$ cat src/rtl/keypad_timer_entry_if.sv
// Keypad front-end bus: raw key/mode inputs toward the block, entry/tick outputs back.
interface keypad_timer_entry_if #(parameter int NDIGITS = 4);
   logic [0:9]           keypad;
   logic                 enablen;
   logic                 clear_entry;
   logic [4*NDIGITS-1:0] digits;
   logic [3:0]           bcd;
   logic                 key_valid;
   logic                 loadn;
   logic                 tick;

   modport master (output keypad, enablen, clear_entry,
                   input  digits, bcd, key_valid, loadn, tick);
   modport slave  (input  keypad, enablen, clear_entry,
                   output digits, bcd, key_valid, loadn, tick);
endinterface

$ cat src/rtl/keypad_timer_entry.sv
// Keypad encoder + debounce FSM + BCD entry shift register + countdown tick generator.
module keypad_timer_entry #(
   parameter int NDIGITS  = 4,
   parameter int CLK_DIV  = 100,
   parameter int DEBOUNCE = 3
) (
   input  logic                 clk,
   input  logic                 reset,
   keypad_timer_entry_if.slave  bus
);
   localparam int DIV_W = (CLK_DIV  > 1) ? $clog2(CLK_DIV)  : 1;
   localparam int DB_W  = (DEBOUNCE > 1) ? $clog2(DEBOUNCE) : 1;
   localparam logic [DB_W-1:0]  DB_LAST  = DB_W'(DEBOUNCE - 1);
   localparam logic [DIV_W-1:0] DIV_LAST = DIV_W'(CLK_DIV - 1);

   typedef enum logic [1:0] {IDLE, PRESS_WAIT, HELD, RELEASE_WAIT} state_t;

   state_t               state, nxt;
   logic [DB_W-1:0]      cnt, cnt_nxt;
   logic [3:0]           code, latched, latched_nxt;
   logic                 raw, accept, loadn_nxt;
   logic [DIV_W-1:0]     cnt_div;
   logic [4*NDIGITS-1:0] digits_q, shifted;
   logic [3:0]           bcd_q;
   logic                 key_valid_q, loadn_q;

   // Scan from the top so the lowest asserted key overwrites and wins.
   always_comb begin
      code = '0;
      for (int i = 9; i >= 0; i--)
         if (bus.keypad[i]) code = 4'(i);
      raw = |bus.keypad;
   end

   always_ff @(posedge clk) begin
      if (reset) begin
         state   <= IDLE;
         cnt     <= '0;
         latched <= '0;
      end else begin
         state   <= nxt;
         cnt     <= cnt_nxt;
         latched <= latched_nxt;
      end
   end

   always_comb begin
      nxt         = state;
      cnt_nxt     = cnt;
      latched_nxt = latched;
      accept      = 1'b0;
      if (bus.enablen) begin
         nxt     = IDLE;
         cnt_nxt = '0;
      end else begin
         case (state)
            IDLE:
               if (raw) begin
                  nxt         = PRESS_WAIT;
                  latched_nxt = code;
                  cnt_nxt     = '0;
               end
            PRESS_WAIT:
               if (!raw || code != latched) begin
                  nxt     = IDLE;
                  cnt_nxt = '0;
               end else if (cnt == DB_LAST) begin
                  nxt     = HELD;
                  cnt_nxt = '0;
                  accept  = 1'b1;
               end else begin
                  cnt_nxt = cnt + 1'b1;
               end
            // Code changes while held are deliberately ignored: one accept per press.
            HELD:
               if (!raw) begin
                  nxt     = RELEASE_WAIT;
                  cnt_nxt = '0;
               end
            RELEASE_WAIT:
               if (raw) begin
                  nxt     = HELD;
                  cnt_nxt = '0;
               end else if (cnt == DB_LAST) begin
                  nxt     = IDLE;
                  cnt_nxt = '0;
               end else begin
                  cnt_nxt = cnt + 1'b1;
               end
            default: begin
               nxt     = IDLE;
               cnt_nxt = '0;
            end
         endcase
      end
   end

   always_comb begin
      loadn_nxt = !(nxt == HELD || nxt == RELEASE_WAIT);
   end

   generate
      if (NDIGITS == 1) begin : g_one
         assign shifted = latched;
      end else begin : g_multi
         assign shifted = {digits_q[4*NDIGITS-5:0], latched};
      end
   endgenerate

   always_ff @(posedge clk) begin
      if (reset) begin
         digits_q    <= '0;
         bcd_q       <= '0;
         key_valid_q <= 1'b0;
         loadn_q     <= 1'b1;
      end else begin
         key_valid_q <= accept;
         loadn_q     <= loadn_nxt;
         if (accept) bcd_q <= latched;
         if (bus.clear_entry)  digits_q <= '0;
         else if (accept)      digits_q <= shifted;
      end
   end

   // Divider parks at zero while idle so each cooking run starts a full period.
   always_ff @(posedge clk) begin
      if (reset || !bus.enablen)  cnt_div <= '0;
      else if (cnt_div == DIV_LAST) cnt_div <= '0;
      else                          cnt_div <= cnt_div + 1'b1;
   end

   assign bus.tick      = bus.enablen ? (cnt_div == DIV_LAST) : key_valid_q;
   assign bus.digits    = digits_q;
   assign bus.bcd       = bcd_q;
   assign bus.key_valid = key_valid_q;
   assign bus.loadn     = loadn_q;
endmodule

$ cat src/flat_wrapper.sv
// flat-port wrapper written by rule: the top's interface ports become plain ports
module keypad_timer_entry_flat 
#(
   parameter int NDIGITS  = 4,
   parameter int CLK_DIV  = 100,
   parameter int DEBOUNCE = 3
)
  (clk, reset, bus_keypad, bus_enablen, bus_clear_entry, bus_digits, bus_bcd, bus_key_valid, bus_loadn, bus_tick);
  keypad_timer_entry_if #(.NDIGITS(NDIGITS)) bus_i ();
  input  logic clk;
  input  logic reset;
  input wire logic [$bits(bus_i.keypad)-1:0] bus_keypad;
  input wire logic [$bits(bus_i.enablen)-1:0] bus_enablen;
  input wire logic [$bits(bus_i.clear_entry)-1:0] bus_clear_entry;
  output wire logic [$bits(bus_i.digits)-1:0] bus_digits;
  output wire logic [$bits(bus_i.bcd)-1:0] bus_bcd;
  output wire logic [$bits(bus_i.key_valid)-1:0] bus_key_valid;
  output wire logic [$bits(bus_i.loadn)-1:0] bus_loadn;
  output wire logic [$bits(bus_i.tick)-1:0] bus_tick;
  assign bus_i.keypad = bus_keypad;
  assign bus_i.enablen = bus_enablen;
  assign bus_i.clear_entry = bus_clear_entry;
  assign bus_digits = bus_i.digits;
  assign bus_bcd = bus_i.bcd;
  assign bus_key_valid = bus_i.key_valid;
  assign bus_loadn = bus_i.loadn;
  assign bus_tick = bus_i.tick;
  keypad_timer_entry #(.NDIGITS(NDIGITS), .CLK_DIV(CLK_DIV), .DEBOUNCE(DEBOUNCE)) u_core (.clk(clk), .reset(reset), .bus(bus_i));
endmodule
$ cat config.mk
export PLATFORM = sky130hd
export DESIGN_NAME = keypad_timer_entry_flat
export DESIGN_NICKNAME = d
export VERILOG_FILES = /design/src/rtl/keypad_timer_entry_if.sv /design/src/rtl/keypad_timer_entry.sv /design/src/flat_wrapper.sv
export SDC_FILE = /design/constraint.sdc
export NUM_CORES = 1
export LEC_CHECK = 0
export CORE_ASPECT_RATIO = 2
export CORE_MARGIN = 8
export CORE_UTILIZATION = 40
export CTS_BUF_LIST = sky130_fd_sc_hd__clkbuf_16
export DETAILED_ROUTE_END_ITERATION = 8
export PLACE_DENSITY_LB_ADDON = 0.08
export SETUP_SLACK_MARGIN = 0.5
export SLEW_MARGIN = 40
export SYNTH_ARGS = -nofsm -noshare
export SYNTH_HDL_FRONTEND = slang
export SYNTH_SLANG_ARGS = --single-unit
$ cat constraint.sdc
create_clock -name clk -period 2.5 [get_ports clk]
set_input_delay 0.375 -clock clk [delete_from_list [all_inputs] [get_ports clk]]
set_output_delay 0.375 -clock clk [all_outputs]
set_load 0.01 [all_outputs]
==> results, run 1 <==
- The cell type contributing the most total cell area after synthesis is sky130_fd_sc_hd__dfxtp_1.
- STA classifies the critical path startpoint as an input port.
- The number of warnings reported in the yosys synthesis log is 0.
- The total congestion overflow is 0.
- Of the synthesized area, sequential elements account for 0.449.
- The total power divided by cell area is 595 mW/mm^2.
- The clock tree buffer depth is 2.
- The netlist uses 43 different library cells.
- The placeable core region is 0.00405 mm^2.
- The aggregate routed wire length is about 4600 um.
- By area the synthesized netlist is led by sky130_fd_sc_hd__dfxtp_1 45%, sky130_fd_sc_hd__mux2i_1 12%, sky130_fd_sc_hd__nor2_1 9.1%.
- The maximum clock skew at final layout is 6.41 ps.
- From synthesis to final layout, the design area changed by 57.8%.
- The flop and latch count out of synthesis is 37.
- The critical path is of the input port to flip-flop type.
- Entering global routing, the biggest net connects 17 pins.
- The number of nets in the finished design is roughly 260.
- For this configuration, the core starts out at a cell density of 0.408.
- 0 antenna diodes ended up in the layout.
- In this run the vertical extent of the chip is roughly 110 um.
- For the pin with the worst max-slew slack, the measured transition is 487 ps.
- The number of sinks handled by clock tree synthesis is 37.
- The last weighted congestion value of the routability-driven placer is around 0.82.
- For the finished layout, the period the worst path requires is 2030 ps.
- The number of antenna violations at the first check in global routing is 0.
- Dividing the final minimum period by the clock period gives 0.812.
- In the final layout, the share of cells above drive strength 1 is 0.269.
- The largest fanout on the critical path is 5.
- The synthesized instance count is 184.
- The post-synthesis share of cell area spent on xor and xnor gates is 0.0318.
- The register clock-pin slew on the reported worst setup and hold paths is approximately 60 ps.
- During placement, the flow inserted port buffers numbering 36.
- For this design the static power due to leakage is 0.00111 uW.
- The count of maximum capacitance violations is 0.
- Summing every instance area after synthesis gives 0.00165 mm^2.
- Of the post-synthesis cell area, the part taken by muxes is 0.128.
- Once detail routing completed, the nets flagged for antenna violations numbered 0.
- The post-detailed-route DRC marker count is 0.
- The worst pin sits at a relative slew slack of 0.673.
- The number of detailed-routing iterations run before antenna repair is 4.
- The first global-routing pass estimated 7740 um of wire.
- Derived from the worst setup path, the maximum achievable clock frequency is 493 MHz.
- The wire length per cell is 15.5 um.
- The post-detailed-route via-to-cell ratio is 5.33.
- The half-perimeter wire length of the detailed placement result is 3210 um.
- The TritonCTS buffer count is 5.
- The synthesized netlist net count is 199.
- The routed layout has 1,582 vias.
- The die is 61.4 um wide.
- The worst setup path is captured at a flip-flop.
- In this run, the number of DRC markers left after iteration 0 of detailed routing was 48.
- The tightest min-delay check is of the flip-flop to flip-flop type.
- Across the VDD grid, the largest voltage drop is approximately 0.66 mV.
- After floorplanning, the core was divided into 33 placement rows.
- The later-pin clock latency in the skew report is between 200 and 300 ps.
- In the synthesized netlist, the cells that appear most often are 40 x sky130_fd_sc_hd__nor2_1, 37 x sky130_fd_sc_hd__dfxtp_1, 20 x sky130_fd_sc_hd__mux2i_1.
- Pin placement for this block handled 37 I/O pins.
- After the flow finishes, the layout carries non-filler instances totaling 297.
- The number of global-route vias before repair is between 1,500 and 2,000.
- The number of hold-slack violations in the final timing report came to 0.
- Across all hold checks on the routed design, the worst slack comes to 479 ps.
- The run finished with clean final reports.
- By area, the combinational part of the netlist is dominated by simple AND/OR/NAND/NOR gates.
- The most used standard cell by instance count after synthesis is sky130_fd_sc_hd__nor2_1.
- The placed cell count is about 280.
- The share of synthesized area in the top cell type comes to 0.449.
- The simple-gate share of the synthesized area is 0.251.
- The number of H-tree levels is 2.
- The clock tree from TritonCTS is done.
- The all-layer global routing usage is 0.152.
- The max-slew violation count is 0.
- The data arrival at the endpoint of the critical path is 2190 ps.
- The floorplan step defined a die boundary enclosing 0.00656 mm^2.
- The complex-gate fraction of the synthesized area came to 0.101.
- The proportion of register bits with asynchronous set or reset after synthesis is 0.
- The most used flip-flop cell after synthesis is sky130_fd_sc_hd__dfxtp_1.
- The endpoint required time on the critical path is roughly 2700 ps.
- Averaged over all synthesized cells, the footprint is 8.97 um^2.
- The number of enable flip-flop cells after synthesis is 0.
- Setup repair after global routing could not meet its margin everywhere.
- The clock root buffer master is sky130_fd_sc_hd__clkbuf_16.
- The final count of negative-setup-slack endpoints is 0.
- Of the total synthesized cell area, the portion taken by full adders, half adders and majority gates is 0.00758.
[cell type report]
class / instances / area (um^2)
tap: 52 / 65.1
sequential: 37 / 743
inverter: 5 / 18.8
clock inverter: 3 / 68.8
clock buffer: 5 / 125
fill: 353 / 1440
timing repair buffer: 60 / 596
multi-input combinational: 135 / 987
[logic make-up (layout without fill, tap and decap cells)]
kind of cell               Yosys count  after routing
adders and majority gates            1              1
buffers and inverters               12             73
DFF                                 37             37
AOI/OAI and AO/OA                   23             23
xor gates and xnor gates             6              6
muxes                               21             21
and+or+nand+nor                     84             84
[stage by stage]
stage | utilization | power, uW | TNS [ps] | cell area [um^2] | setup slack, ps
detailed placement | 0.537 | 718 | -5170 | 2170 | -252
floorplan | - | 664 | 0 | 1680 | 450
CTS | 0.636 | 1560 | 0 | 2570 | 506
global route | 0.643 | 1610 | 0 | 2600 | 405
finish | 0.643 | 1550 | 0 | 2600 | 470
global placement | 0.537 | 715 | -3680 | 2170 | -177
[worst paths after layout]
path / start / slack [ps] / depth (start not counted) / to
max: bus_keypad[5] / 470 / 8 / u_core.bus.digits[10]
min reg2reg: u_core.cnt_div[0] / 480 / 1 / u_core.cnt_div[0]
min: u_core.cnt_div[0] / 480 / 1 / u_core.cnt_div[0]
max reg2reg: u_core.latched[0] / 510 / 8 / u_core.bus.digits[10]
[per-layer routing]
metal  wire length [um]  up-vias  global-route usage
li1                   -      767                   -
met1               1660      773               0.142
met2               2690       38               0.294
met3                201        4              0.0408
met4                 45        0              0.0493
met5                  0        -                   0
[state kept, by name, summed over array words and instances (netlist names)]
register and flops:
u_core.bus.key_valid 1, u_core.bus.bcd 4, u_core.state 2, u_core.cnt 2, u_core.cnt_div 7, u_core.latched 4
u_core.bus.loadn 1, u_core.bus.digits 16
[critical path, cell delays in order]
cell and delay (ps):
sky130_fd_sc_hd__clkdlybuf4s15_2 240, sky130_fd_sc_hd__a211o_1 300, sky130_fd_sc_hd__a211o_1 280, sky130_fd_sc_hd__a2111o_1 450, sky130_fd_sc_hd__buf_6 160, sky130_fd_sc_hd__buf_12 130
sky130_fd_sc_hd__mux2i_1 170, sky130_fd_sc_hd__nor2_1 70
[power by group]
part | internal [uW] | leakage (uW) | switching, uW | total, uW
registers | 595 | 0.000300 | 8.53 | 604
logic | 65.3 | 0.000720 | 62.6 | 128
clock network | 575 | 0.0000944 | 243 | 817
total | 1240 | 0.00111 | 314 | 1550
[cell usage in the layout, fill, tap and decap left out, types with 3 or more instances in the layout]
| cell type | netlist | routed |
|---|---|---|
| sky130_fd_sc_hd__buf_6 | 0 | 7 |
| sky130_fd_sc_hd__a21oi_1 | 5 | 5 |
| sky130_fd_sc_hd__clkdlybuf4s50_1 | 0 | 24 |
| sky130_fd_sc_hd__clkbuf_16 | 0 | 6 |
| sky130_fd_sc_hd__xnor2_1 | 4 | 4 |
| sky130_fd_sc_hd__nand2_1 | 6 | 6 |
| sky130_fd_sc_hd__buf_2 | 0 | 7 |
| sky130_fd_sc_hd__buf_4 | 2 | 15 |
| sky130_fd_sc_hd__mux2i_1 | 20 | 18 |
| sky130_fd_sc_hd__dfxtp_1 | 37 | 35 |
| sky130_fd_sc_hd__inv_1 | 5 | 5 |
| sky130_fd_sc_hd__nor3_1 | 5 | 3 |
| sky130_fd_sc_hd__nor2_1 | 40 | 39 |
| sky130_fd_sc_hd__nand3_1 | 7 | 7 |
[repair_timing]
action,CTS,global route
endpoints found under the setup margin,29,22
pin swaps,12,8
buffers inserted,8,0
hold buffers,0,0
cloned,2,1
resized for setup,68,5
Power figures use the tool's default switching activity.
==> run 2, diff against run 1 <==
- clock period: 2.5 -> 1.7 ns (I/O delays scaled with it)
==> run 2 against run 1 <==
The run now ends with negative setup slack left. Sequential cell count did not move. First-iteration DRC count fell by 23%. Die area did not move. Highest routed layer unchanged.
==> results, run 2 (synthesized netlist as in run 1, its figures left out) <==
- The category of cells accounting for the largest share of critical-path delay is simple AND/OR/NAND/NOR gates (was compound AO/OA/AOI/OAI gates).
- The finished layout cell area is 0.00289 mm^2 (was 0.00260 mm^2).
- The placed cell area came to 0.00235 mm^2 (was 0.00217 mm^2).
- The transition time at the pin with the least slew margin is 411 ps (was 487 ps).
- The switching share of power came to 0.210 (was 0.203).
- The post-detailed-route via-to-cell ratio is 5.21 (was 5.33).
- The largest fanout on the critical path is 5 (unchanged).
- The max-slew violation count was 0 (unchanged).
- The number of nets in the finished design was 279 (was 259).
- Highest-count cells in the layout ignoring fill and taps: 33 x sky130_fd_sc_hd__dfxtp_1, 31 x sky130_fd_sc_hd__nor2_1, 25 x sky130_fd_sc_hd__buf_4 (was 39 x sky130_fd_sc_hd__nor2_1, 35 x sky130_fd_sc_hd__dfxtp_1, 24 x sky130_fd_sc_hd__clkdlybuf4s50_1).
- The leakage power total is 0.00130 uW (was 0.00111 uW).
- The number of flip-flops under the largest register name is 16 (unchanged).
- The TritonCTS buffer count is 5 (unchanged).
- The all-layer global routing usage is 0.155 (was 0.152).
- The overall die height came to 107 um (unchanged).
- The final reports fail on negative setup slack.
- The core occupancy in the finished layout came to 0.715 (was 0.643).
- The count of standard-cell rows came to 33 (unchanged).
- The maximum clock skew at final layout is 4.44 ps (was 6.41 ps).
- The data arrival at the endpoint of the critical path is 2180 ps (was 2190 ps).
- The clock tree buffer depth is 2 (unchanged).
- The clock root buffer master is sky130_fd_sc_hd__clkbuf_16 (unchanged).
- The headroom to the max-slew limit is 0.726 (was 0.673).
- The floorplan die area is 0.00656 mm^2 (unchanged).
- The fraction of power consumed by combinational cells is 0.119 (was 0.083).
- The hold-fix buffer count after cts is 0 (unchanged).
- The most common cell after layout, fill and taps aside was sky130_fd_sc_hd__dfxtp_1 (was sky130_fd_sc_hd__nor2_1).
- The number of detailed-routing iterations run before antenna repair was 4 (unchanged).
- The total power divided by cell area is 741 mW/mm^2 (was 595 mW/mm^2).
- The peak ir drop on the vdd network is 0.652 mV (was 0.663 mV).
- The number of global-route vias before repair came to 1,775 (was 1,689).
- The number of ports placed on the die boundary is 37 (unchanged).
- Outcome: finished, violations left (was complete, no violations).
- The total congestion overflow is 0 (unchanged).
- The die extent in x is 61.4 um (unchanged).
- The library cell contributing the largest single delay on the critical path is sky130_fd_sc_hd__a2111o_1 (unchanged).
- The share of power burned in the clock network is 0.468 (was 0.528).
- The post-detailed-route DRC marker count was 0 (unchanged).
- Timing would allow up to 493 MHz.
- Unrepaired setup endpoints after global routing: true (unchanged).
- The half-perimeter wire length of the detailed placement result is 3330 um (was 3210 um).
- The share of the clock period used by the worst path is 1.19.
- The category of the worst setup path capture point is a flip-flop (unchanged).
- The signed area change from the synthesized netlist to the final layout is 75.3% (was 57.8%).
- The number of sinks handled by clock tree synthesis came to 37 (unchanged).
- The later-pin clock latency in the skew report is 270 ps (was 280 ps).
- The internal power of the cells came to 1690 uW (was 1240 uW).
- The effective utilization at floorplan is 0.408 (unchanged).
- The final count of negative-setup-slack endpoints is 26 (was 0).
- The count of maximum capacitance violations was 0 (unchanged).
- The global-route wire length before repair is 7960 um (was 7740 um).
- The clock tree from TritonCTS is done (unchanged).
- The wire length per cell is 15.8 um (was 15.5 um).
- The number of antenna violations at the first check in global routing came to 0 (unchanged).
- The number of fillers in the final layout is 320 (was 353).
- After layout, the minimum clock period comes to 2030 ps.
- The delay contributed by the slowest stage of the critical path was 450 ps (about the same).
- The category of the critical setup timing path is flip-flop to flip-flop (was input port to flip-flop).
- The type of the worst min-delay path is input port to flip-flop (was flip-flop to flip-flop).
- The port buffer count was 36 (unchanged).
- The total buffers and inverters traversed by the critical path is 2 (was 3).
- The remaining antenna violation count after routing is 0 (unchanged).
- The number of H-tree levels is 2 (unchanged).
- The via count is 1,653 (was 1,582).
- The placeable core region is 0.00405 mm^2 (unchanged).
- The antenna cell count came to 0 (unchanged).
- The sequential share of power is 0.413 (was 0.390).
- The iteration-0 DRC count of the detailed router is 37 (was 48).
- The pin count of the biggest net entering global routing came to 17 (unchanged).
- The endpoint required time on the critical path is 1850 ps (was 2660 ps).
- The fraction of final layout cells with drive strength greater than 1 is 0.392 (was 0.269).
- Crit path cell chain: nor2b_4, nand2_1, or3_1, a2111o_1, buf_6, buf_16, mux2i_1, nor2_1 (was clkdlybuf4s15_2, a211o_1, a211o_1, a2111o_1, buf_6, buf_12, mux2i_1, nor2_1).
- The aggregate routed wire length is 5000 um (was 4590 um).
- The register clock-pin slew on the reported worst setup and hold paths is 50 ps (was 60 ps).
- The switching power of the nets is 451 uW (was 314 uW).
- The final worst slack is -330 ps (was 470 ps).
- The number of hold-slack violations in the final timing report is 0 (unchanged).
- The last weighted congestion value of the routability-driven placer was 0.888 (was 0.815).
- The critical path startpoint category is a flip-flop (was input port).
==> run 2: power by group through the flow <==
stage | sequential (uW) | clock (uW) | combinational, uW
2_1_floorplan | 903 | 0 | 83.1
3_3_place_gp | 900 | 0 | 186
3_5_place_dp | 901 | 0 | 191
4_1_cts | 883 | 1020 | 231
5_1_grt | 886 | 1060 | 274
6_report | 886 | 1000 | 255
==> run 2: layout make-up <==
type,instances,area [um^2],share of cell area
well taps,52,65.1,0.0225
flip-flops and latches,37,748,0.259
clock buffers,5,125,0.0433
inverters,5,18.8,0.00649
repair buffers,80,791,0.273
clock inverters,3,37.5,0.0130
multi-input cells,135,1110,0.383
==> run 2: what timing repair did <==
item,CTS,global route
cloned,2,1
resized for setup,93,39
setup buffers,8,4
pin swaps,24,21
endpoints found under the setup margin,60,43
==> run 2: worst paths after layout <==
check	start	to	slack, ps	depth (start not counted)
max	u_core.cnt[1]	u_core.bus.digits[3]	-330	8
max reg2reg	u_core.cnt[1]	u_core.bus.digits[3]	-330	8
min	bus_keypad[9]	u_core.latched[0]	430	5
min reg2reg	u_core.bus.bcd[1]	u_core.bus.bcd[1]	500	2
==> run 2: worst reg2reg max path, delay by kind of cell (launching register included) <==
family	cells	cell delay (ps)
buf+inv	2	280
flops	1	330
mux	1	180
compound gates	1	450
simple gates	4	660
==> run 2: layer usage <==
metal,up-vias,track usage,routed length [um]
met5,-,0,0
met4,0,0.0722,163
met3,16,0.0324,201
met2,42,0.295,2940
met1,787,0.145,1690
li1,808,-,-
==> run 2: stage by stage <==
step / setup TNS, ps / instances / hold slack, ps / worst slack [ps] / power (uW)
6_report: -6460 / 317 / 426 / -330 / 2140
5_1_grt: -8240 / 317 / 460 / -370 / 2220
4_1_cts: -5070 / 312 / 405 / -242 / 2130
3_5_place_dp: -23090 / 294 / 497 / -887 / 1090
3_3_place_gp: -22750 / 294 / 474 / -877 / 1090
2_1_floorplan: -4990 / 184 / 412 / -230 / 986
==> run 3, diff against run 2 <==
- CORE_MARGIN: 8 -> 10
- SETUP_SLACK_MARGIN: 0.5 -> 0.15
==> run 3 against run 2 <==
The run still ends with negative setup slack left. Final cell count is 1.3% higher. First-iteration DRC count grew 22%. Sequential power barely moved. Die area grew 11%. Design area unchanged. Wire length is 7.9% higher. Combinational power hardly changed. Count of clock-buffer cells in the layout unchanged. Power grew 9.8%. Largest cell class unchanged.
==> results, run 3 (synthesized netlist as in run 1, its figures left out) <==
- Outcome: finished, violations left (unchanged).
- Violations in the final reports: negative setup slack (unchanged).
- The number of hold-slack violations in the final timing report is 0 (unchanged).
- The wire length per cell is 16.8 um (was 15.8 um).
- The data arrival at the endpoint of the critical path is 2290 ps (was 2180 ps).
- The peak ir drop on the vdd network is 0.704 mV (was 0.652 mV).
- The later-pin clock latency in the skew report is 280 ps (was 270 ps).
- The routing usage on met3 is 0.0395 (was 0.0324).
- The headroom to the max-slew limit is 0.788 (was 0.726).
- The port buffer count is 36 (unchanged).
- The post-detailed-route via-to-cell ratio is 5.38 (was 5.21).
- The all-layer global routing usage was 0.136 (was 0.155).
- The maximum achievable frequency is 469 MHz (was 493 MHz).
- The leakage power total is 0.00126 uW (was 0.00130 uW).
- The number of ports placed on the die boundary is 37 (unchanged).
- The worst slack at placement is -965 ps (was -887 ps).
- The final worst slack is -431 ps (was -330 ps).
- The clock tree buffer depth was 2 (unchanged).
- The total negative slack for setup checks is -8700 ps (was -6460 ps).
- The post-detailed-route DRC marker count is 0 (unchanged).
- The count of maximum capacitance violations is 0 (unchanged).
- The hold-fix buffer count after cts is 0 (unchanged).
- The overall die height is 111 um (was 107 um).
- The finished layout cell area is 0.00289 mm^2 (unchanged).
- The met1 usage in global routing is 0.104 (was 0.145).
- The most common cell after layout, fill and taps aside was sky130_fd_sc_hd__buf_4 (was sky130_fd_sc_hd__dfxtp_1).
- The register clock-pin slew on the reported worst setup and hold paths is 60 ps (was 50 ps).
- The die extent in x was 65.4 um (was 61.4 um).
- The library cell contributing the largest single delay on the critical path was sky130_fd_sc_hd__a2111o_1 (unchanged).
- By instance count, the cell type seen most on the critical path is sky130_fd_sc_hd__buf_6.
- Highest-count cells in the layout ignoring fill and taps: 38 x sky130_fd_sc_hd__buf_4, 37 x sky130_fd_sc_hd__nor2_1, 34 x sky130_fd_sc_hd__dfxtp_1 (was 33 x sky130_fd_sc_hd__dfxtp_1, 31 x sky130_fd_sc_hd__nor2_1, 25 x sky130_fd_sc_hd__buf_4).
- The met2 track utilization from global routing is 0.274 (was 0.295).
- The fraction of final layout cells with drive strength greater than 1 is 0.379 (was 0.392).
- The placed cell area is 0.00228 mm^2 (was 0.00235 mm^2).
- The number of global-route vias before repair was 1,806 (was 1,775).
- The max-slew violation count is 0 (unchanged).
- The transition time at the pin with the least slew margin came to 315 ps (was 411 ps).
- The category of the critical setup timing path is flip-flop to flip-flop (unchanged).
- The half-perimeter wire length of the detailed placement result is 3440 um (was 3330 um).
- The TritonCTS buffer count was 5 (unchanged).
- The remaining antenna violation count after routing came to 0 (unchanged).
- The delay contributed by the slowest stage of the critical path is 450 ps (about the same).
- The effective utilization at floorplan was 0.408 (unchanged).
- The via count is 1,727 (was 1,653).
- The antenna cell count is 0 (unchanged).
- The post-route minimum period is 2130 ps (was 2030 ps).
- The critical path startpoint category is a flip-flop (unchanged).
- The number of nets in the finished design is 283 (was 279).
- The iteration-0 DRC count of the detailed router is 45 (was 37).
- The number of flip-flops under the largest register name is 16 (unchanged).
- The clock tree from TritonCTS was done (unchanged).
- The number of detailed-routing iterations run before antenna repair is 4 (unchanged).
- Crit path cell chain: buf_6, or3b_2, nand4_1, a211o_1, a2111o_1, buf_4, buf_6, buf_16, mux2i_1, nor2_1 (was nor2b_4, nand2_1, or3_1, a2111o_1, buf_6, buf_16, mux2i_1, nor2_1).
- The layer with the highest usage is met2 (unchanged).
- The category of the worst setup path capture point was a flip-flop (unchanged).
- The floorplan die area is 0.00725 mm^2 (was 0.00656 mm^2).
- The number of antenna violations at the first check in global routing was 0 (unchanged).
- The signed area change from the synthesized netlist to the final layout is 75.3% (unchanged).
- Unrepaired setup endpoints after global routing: true (unchanged).
- The number of sinks handled by clock tree synthesis was 37 (unchanged).
- The last weighted congestion value of the routability-driven placer was 0.745 (was 0.888).
- The largest fanout on the critical path is 5 (unchanged).
- The total power divided by cell area is 813 mW/mm^2 (was 741 mW/mm^2).
- The total congestion overflow was 0 (unchanged).
- The endpoint required time on the critical path is 1860 ps (was 1850 ps).
- The global-route wire length before repair is 7890 um (was 7960 um).
- The placeable core region is 0.00405 mm^2 (unchanged).
- The pin count of the biggest net entering global routing is 17 (unchanged).
- The aggregate routed wire length was 5390 um (was 5000 um).
- The number of H-tree levels is 2 (unchanged).
- The final count of negative-setup-slack endpoints came to 26 (unchanged).
- The maximum clock skew at final layout is 5.07 ps (was 4.44 ps).
- The type of the worst min-delay path is input port to flip-flop (unchanged).
- The clock root buffer master is sky130_fd_sc_hd__clkbuf_16 (unchanged).
- The share of the clock period used by the worst path is 1.25 (was 1.19).
- The count of standard-cell rows was 33 (unchanged).
run 3: worst max-delay path, delay by kind of cell (launching register included):
family,cells,cell delay (ps)
AND/OR/NAND/NOR,3,240
AO/OA/AOI/OAI,2,720
flip-flops,1,380
multiplexers,1,150
buffers and inverters,4,520
run 3: worst paths after layout:
check               startpoint              endpoint  slack, ps  cells after the start
max          u_core.latched[0]  u_core.bus.digits[6]       -430                     10
min              bus_keypad[7]     u_core.latched[1]        490                      6
max reg2reg  u_core.latched[0]  u_core.bus.digits[6]       -430                     10
min reg2reg  u_core.bus.bcd[1]     u_core.bus.bcd[1]        510                      2
run 3: area by class of cell:
class,instances,area [um^2]
clock buffers,5,125
fillers,325,1150
inverters,5,18.8
clock inverters,3,68.8
multi-input cells,135,1070
repair buffers,84,801
well taps,52,65.1
flip-flops and latches,37,747
run 3: stage by stage:
stage,hold WS (ps),instances,total power (uW),utilization
final,494,321,2350,0.715
after global routing,516,321,2420,0.715
after CTS,457,315,2340,0.686
after detailed placement,496,293,1080,0.565
after global placement,473,293,1070,0.565
after floorplan,413,184,977,-
run 3: routing by layer:
metal	part of all wire	wire, um
met5	0	0
met4	0.030	162
met3	0.039	210
met2	0.61	3290
met1	0.32	1730
run 3: report_power, final:
part | switching (uW) | internal [uW]
registers | 9.01 | 875
logic | 122 | 135
clock network | 367 | 845
total | 498 | 1860
run 3: timing repair:
item	in CTS	in global routing
gates resized for setup	70	18
pin swaps	20	14
setup buffers	12	5
gates cloned	2	1
endpoints found under the setup margin	30	29
